**src/rtl/pipe_ctrl.sv**
```systemverilog
// Pipeline sequencer and hazard unit for the ID/EX/MEM/WB ALU datapath.
// Tracks per-stage instruction state and drives capture, forwarding and writeback controls.
module pipe_ctrl #(
    parameter int PC_REG = 15,
    parameter int FWD_EN = 1
) (
    input  logic       clk,
    input  logic       rst,
    input  logic       id_valid,
    output logic       id_ready,
    input  logic [3:0] id_rn,
    input  logic       id_use_rn,
    input  logic [3:0] id_rm,
    input  logic       id_use_rm,
    input  logic [3:0] id_rs,
    input  logic       id_use_rs,
    input  logic [3:0] id_rd,
    input  logic       id_wr_rd,
    input  logic       id_is_load,
    input  logic       id_set_flags,
    input  logic [2:0] id_alu_op,
    input  logic       flush,
    output logic [1:0] sel_A_in,
    output logic [1:0] sel_B_in,
    output logic [1:0] sel_shift_in,
    output logic       en_A,
    output logic       en_B,
    output logic       en_S,
    output logic [2:0] ALU_op,
    output logic       w_en1,
    output logic [3:0] w_addr1,
    output logic       sel_w_data,
    output logic       en_out1,
    output logic       en_out2,
    output logic       en_status1,
    output logic       en_status2
);
    localparam logic [3:0] PC_IDX = PC_REG[3:0];
    localparam logic       FWD_ON = (FWD_EN != 0);

    typedef struct packed {
        logic       valid;
        logic [3:0] rd;
        logic       wr_rd;
        logic       is_load;
        logic       set_flags;
    } stage_t;

    stage_t     ex_q, ex_d, mem_q, mem_d, wb_q, wb_d;
    logic [2:0] ex_op_q, ex_op_d;

    logic [2:0] src_use, src_fwd, src_stall;
    logic [3:0] src_reg [3];
    logic       port_conflict, stall, capture;
    logic       ex_live, ex_wr_alu, wb_wr_load;

    // Index 0 = A (rn), 1 = B (rm), 2 = shift amount (rs).
    always_comb begin
        src_use   = {id_use_rs, id_use_rm, id_use_rn};
        src_reg[0] = id_rn;
        src_reg[1] = id_rm;
        src_reg[2] = id_rs;
        src_fwd   = '0;
        src_stall = '0;
        for (int i = 0; i < 3; i++) begin
            if (src_use[i] && (src_reg[i] != PC_IDX)) begin
                if (ex_q.valid && ex_q.wr_rd && (ex_q.rd == src_reg[i])) begin
                    if (!ex_q.is_load && FWD_ON) src_fwd[i] = 1'b1;
                    else                         src_stall[i] = 1'b1;
                end
                if (mem_q.valid && mem_q.wr_rd && mem_q.is_load && (mem_q.rd == src_reg[i]))
                    src_stall[i] = 1'b1;
                if (wb_q.valid && wb_q.wr_rd && wb_q.is_load && (wb_q.rd == src_reg[i]))
                    src_stall[i] = 1'b1;
            end
        end
        // An ALU writer entering EX next cycle would meet the MEM load in WB on port 1.
        port_conflict = id_wr_rd & ~id_is_load & mem_q.valid & mem_q.is_load;
        stall         = id_valid & ((|src_stall) | port_conflict);
        capture       = id_valid & ~stall & ~flush;
    end

    always_comb begin
        id_ready     = ~stall;
        en_A         = capture;
        en_B         = capture;
        en_S         = capture;
        sel_A_in     = (id_use_rn && (id_rn == PC_IDX)) ? 2'b11 : (src_fwd[0] ? 2'b01 : 2'b00);
        sel_B_in     = src_fwd[1] ? 2'b01 : 2'b00;
        sel_shift_in = !id_use_rs ? 2'b11 : (src_fwd[2] ? 2'b01 : 2'b00);

        ex_live      = ex_q.valid & ~flush;
        ex_wr_alu    = ex_live & ex_q.wr_rd & ~ex_q.is_load;
        wb_wr_load   = wb_q.valid & wb_q.wr_rd & wb_q.is_load;

        en_out1      = ex_live;
        en_status1   = ex_live & ex_q.set_flags;
        en_out2      = mem_q.valid;
        en_status2   = mem_q.valid & mem_q.set_flags;
        ALU_op       = ex_op_q;
        w_en1        = ex_wr_alu | wb_wr_load;
        w_addr1      = wb_wr_load ? wb_q.rd : ex_q.rd;
        sel_w_data   = wb_wr_load;
    end

    always_comb begin
        ex_d    = ex_q;
        ex_op_d = ex_op_q;
        ex_d.valid = capture;
        if (capture) begin
            ex_d.rd        = id_rd;
            ex_d.wr_rd     = id_wr_rd;
            ex_d.is_load   = id_is_load;
            ex_d.set_flags = id_set_flags;
            ex_op_d        = id_alu_op;
        end
        mem_d = ex_q;
        if (flush) mem_d.valid = 1'b0;
        wb_d = mem_q;
    end

    always_ff @(posedge clk or posedge rst) begin
        if (rst) begin
            ex_q    <= '0;
            mem_q   <= '0;
            wb_q    <= '0;
            ex_op_q <= '0;
        end else begin
            ex_q    <= ex_d;
            mem_q   <= mem_d;
            wb_q    <= wb_d;
            ex_op_q <= ex_op_d;
        end
    end
endmodule
```
**config.mk**
```make
export PLATFORM = sky130hd
export DESIGN_NAME = pipe_ctrl
export DESIGN_NICKNAME = d
export VERILOG_FILES = /design/src/rtl/pipe_ctrl.sv
export SDC_FILE = /design/constraint.sdc
export NUM_CORES = 1
export LEC_CHECK = 0
export BUFFER_PORTS_ARGS = -buffer_cell sky130_fd_sc_hd__buf_2
export CAP_MARGIN = 5
export CORE_AREA = 2 2 48 73
export CTS_BUF_LIST = sky130_fd_sc_hd__clkbuf_4
export CTS_CLUSTER_SIZE = 8
export DETAILED_ROUTE_END_ITERATION = 6
export DIE_AREA = 0 0 50 75
export PLACE_DENSITY = 0.77
export REMOVE_ABC_BUFFERS = 1
export SYNTH_ARGS = -nofsm -noshare
export SYNTH_HDL_FRONTEND = slang
export SYNTH_SLANG_ARGS = --single-unit
```
**constraint.sdc**
```tcl
create_clock -name clk -period 2.7 [get_ports clk]
set_clock_uncertainty 0.05 [all_clocks]
set_input_delay 0.135 -clock clk [delete_from_list [all_inputs] [get_ports clk]]
set_output_delay 0.135 -clock clk [all_outputs]
set_load 0.05 [all_outputs]
```
==> impl_metrics.env <==
export IMPL_status="complete, no violations"
export IMPL_wl_per_cell_um=14.7
export IMPL_die_x_um=50
export IMPL_clock_latency_ps=320
export IMPL_syn2layout_area_growth_pct=27.2
export IMPL_antenna_found_initial=0
export IMPL_cts_root_buf="clkbuf_4"
export IMPL_vias_per_cell=5.14
export IMPL_grt_pass1_wl_mm=5.59
export IMPL_holdWs_ps=0.715
export IMPL_h_tree_depth=1
export IMPL_via_count=1250
export IMPL_grtUsageTotal_pct=19.9
export IMPL_crit_arrival_ps=2290
export IMPL_clockPowerShare_pct=15.5
export IMPL_seq_area_frac_synth_pct=43.1
export IMPL_worst_path_most_repeated_cell="nand4_1"
export IMPL_fillers=258
export IMPL_dpl_hpwl_mm=2.84
export IMPL_fin_tns_setup_ps=0
export IMPL_tritoncts="built"
export IMPL_seq_area_sq_um=651
export IMPL_multi_input_area_sq_um=803
export IMPL_core_area_sq_mm=0.00310
export IMPL_period_minus_slack_ps=2470
export IMPL_dr_pass1_iters=4
export IMPL_path_clk_slew_ps=140
export IMPL_p_int_uw=655
export IMPL_p_leak_uw=0.000905
export IMPL_postSynthCellCount=141
export IMPL_place_gp_congestion=1.01
export IMPL_worstPathMaxFanout=11
export IMPL_nets=233
export IMPL_end_kind="output pin"
export IMPL_grt_overflow=0
export IMPL_crit_chain="xnor2_1, nand4_1, o32ai_1, a311oi_2, nand4_1, buf_4, inv_1, buf_2"
export IMPL_yosysTopAreaCell="dfrtp_1"
export IMPL_cts_made_buffers=3
export IMPL_drc=0
export IMPL_clk_path_buf_depth=2
export IMPL_yosysWarnings=0
export IMPL_placementRows=25
export IMPL_ys_types=29
export IMPL_synth_edf_count=0
export IMPL_dp_cells=228
export IMPL_hp_class="in2reg"
export IMPL_p_comb_share_pct=34.4
export IMPL_initialDrtViolationCount=39
export IMPL_total_power_uw=1040
export IMPL_tightest_slew_ps=945
export IMPL_cts_resized_gates=0
export IMPL_cp_required_ps=2520
export IMPL_setup_violations=0
export IMPL_p_sw_share_pct=37.4
export IMPL_final_core_util_pct=62.0
export IMPL_synth_top_area_share_pct=43.1
export IMPL_power_per_cell_area_mw_per_mm2=544
export IMPL_cp_start_kind="register"
export IMPL_start_util_pct=48.8
export IMPL_grt_max_degree=27
export IMPL_synth_avg_cell_area_sq_um=10.7
export IMPL_portBuffers=50
export IMPL_clkSinkCount=26
export IMPL_final_cells=243
export IMPL_ys_seq_elements=26
export IMPL_p_switching_uw=390
export IMPL_drive_gt1_share_pct=34.0
export IMPL_peakVddDrop_v=0.000381
export IMPL_crit_type="reg2out"
export IMPL_syn_cell_area_sq_mm=0.00151
export IMPL_slowest_stage="dfrtp_1"
export IMPL_fmax_mhz=405
export IMPL_seq_power_share_pct=50.1
export IMPL_dieArea_sq_mm=0.00375
export IMPL_ant_nets=0
export IMPL_diodes=0
export IMPL_hold_buffers=6
export IMPL_die_y_um=75
export IMPL_relSlewSlack_pct=36.9
export IMPL_maxCapViolCount=0
export IMPL_period_share_pct=91.5
export IMPL_drv_slew=0
export IMPL_rsz0062_at_grt="no"
export IMPL_synthFlopType="dfrtp_1"
export IMPL_final_hold_viol_count=0
export IMPL_crit_path_max_incr_delay_ps=550
export IMPL_cts_setup_buffers=0
export IMPL_synth_area_leaders="dfrtp_1 (43%), xnor2_1 (17%), mux2_4 (8.9%), nand2_1 (4.5%), xor2_1 (4.1%)"
export IMPL_grt_pass1_vias=1240
export IMPL_async_flop_share_pct=100
export IMPL_wirelength_mm=3.56
export IMPL_pin_count=52
sequential cells by signal, indices dropped and copies added, names as in the netlist:
name and cells:
ALU_op 3, en_out2 1, ex_q 8, mem_q 7, wb_q 7
cell usage in the layout, fill, tap and decap left out, types with 2 or more instances in the layout:
cell           count
nand2b_1           2
o21ai_0            2
dlygate4sd3_1     11
xnor2_1           29
mux2_4             9
nor2_1             2
nand2_1           18
nor4_1             2
inv_1              5
dfrtp_1           26
nand3_1            7
clkbuf_4           3
o32ai_1            2
a311oi_2           2
nor3_1             2
xor2_1             7
buf_2             50
and2_1             2
nand4_1            9
cell type report:
cell class | instances | share of cell area (%)
repair buffers | 62 | 19.2
clock buffers | 3 | 1.17
well taps | 40 | 2.61
clock inverters | 1 | 0.195
flip-flops and latches | 26 | 33.9
multi-input cells | 105 | 41.8
inverters | 6 | 1.17
layer usage:
| layer | up-vias | GRT usage (%) | part of all wire (%) |
|---|---|---|---|
| met1 | 584 | 23.0 | 39 |
| met4 | 0 | 10.2 | 3.0 |
| met3 | 10 | 1.98 | 5.5 |
| met2 | 49 | 36.3 | 53 |
| li1 | 607 | - | - |
| met5 | - | 0 | 0 |
power groups by stage:
stage / clock [uW] / combinational [uW] / sequential (uW)
after global routing: 179 / 386 / 531
after global placement: 0 / 341 / 528
final: 162 / 359 / 523
after CTS: 164 / 356 / 523
after detailed placement: 0 / 348 / 531
after floorplan: 0 / 238 / 532
critical path, delay by kind of cell, from the launching register on:
| family | cells | cell delay, ps |
|---|---|---|
| flip-flops | 1 | 550 |
| buffers and inverters | 3 | 550 |
| AND/OR/NAND/NOR | 2 | 250 |
| XOR/XNOR | 1 | 160 |
| AO/OA/AOI/OAI | 2 | 470 |
synthesized netlist by cell type, types with 2 or more instances:
master,count
nor2_1,2
nand2b_1,2
xor2_1,7
a311oi_2,2
and2_1,2
nor3_1,2
nand3_1,7
o32ai_1,2
nand2_1,18
buf_4,3
nand4_1,9
nor4_1,2
o21ai_0,2
mux2_4,9
xnor2_1,29
inv_1,5
dfrtp_1,26
worst paths after layout:
check	from	endpoint	slack, ps	depth (start not counted)
setup reg to reg	ex_q[6]	ALU_op[1]	560	7
min in group asynchronous	rst	ex_q[0]	500	3
hold / removal	id_wr_rd	ex_q[2]	0.7	2
setup / recovery	ex_q[6]	en_B	230	8
max in group asynchronous	rst	wb_q[5]	1510	3
hold reg to reg	mem_q[1]	wb_q[1]	360	0
cell families (layout without fill, tap and decap cells):
kind of cell    after synthesis  in the layout  synth area share [%]
simple gates                 49             49                  16.6
xor+xnor                     36             36                  20.9
flops                        26             26                  43.1
mux                          10             10                  9.69
buf+inv                      10             72                  3.73
compound gates                9              9                  5.80
other cells                   1              1                 0.248
per-stage QoR:
| stage | cell area (sq um) | setup slack, ps |
|---|---|---|
| after floorplan | 1480 | -457 |
| after global placement | 1780 | 591 |
| after detailed placement | 1780 | 566 |
| after CTS | 1870 | 229 |
| after global routing | 1920 | 14.0 |
| final | 1920 | 229 |
Power figures use the tool's default switching activity.
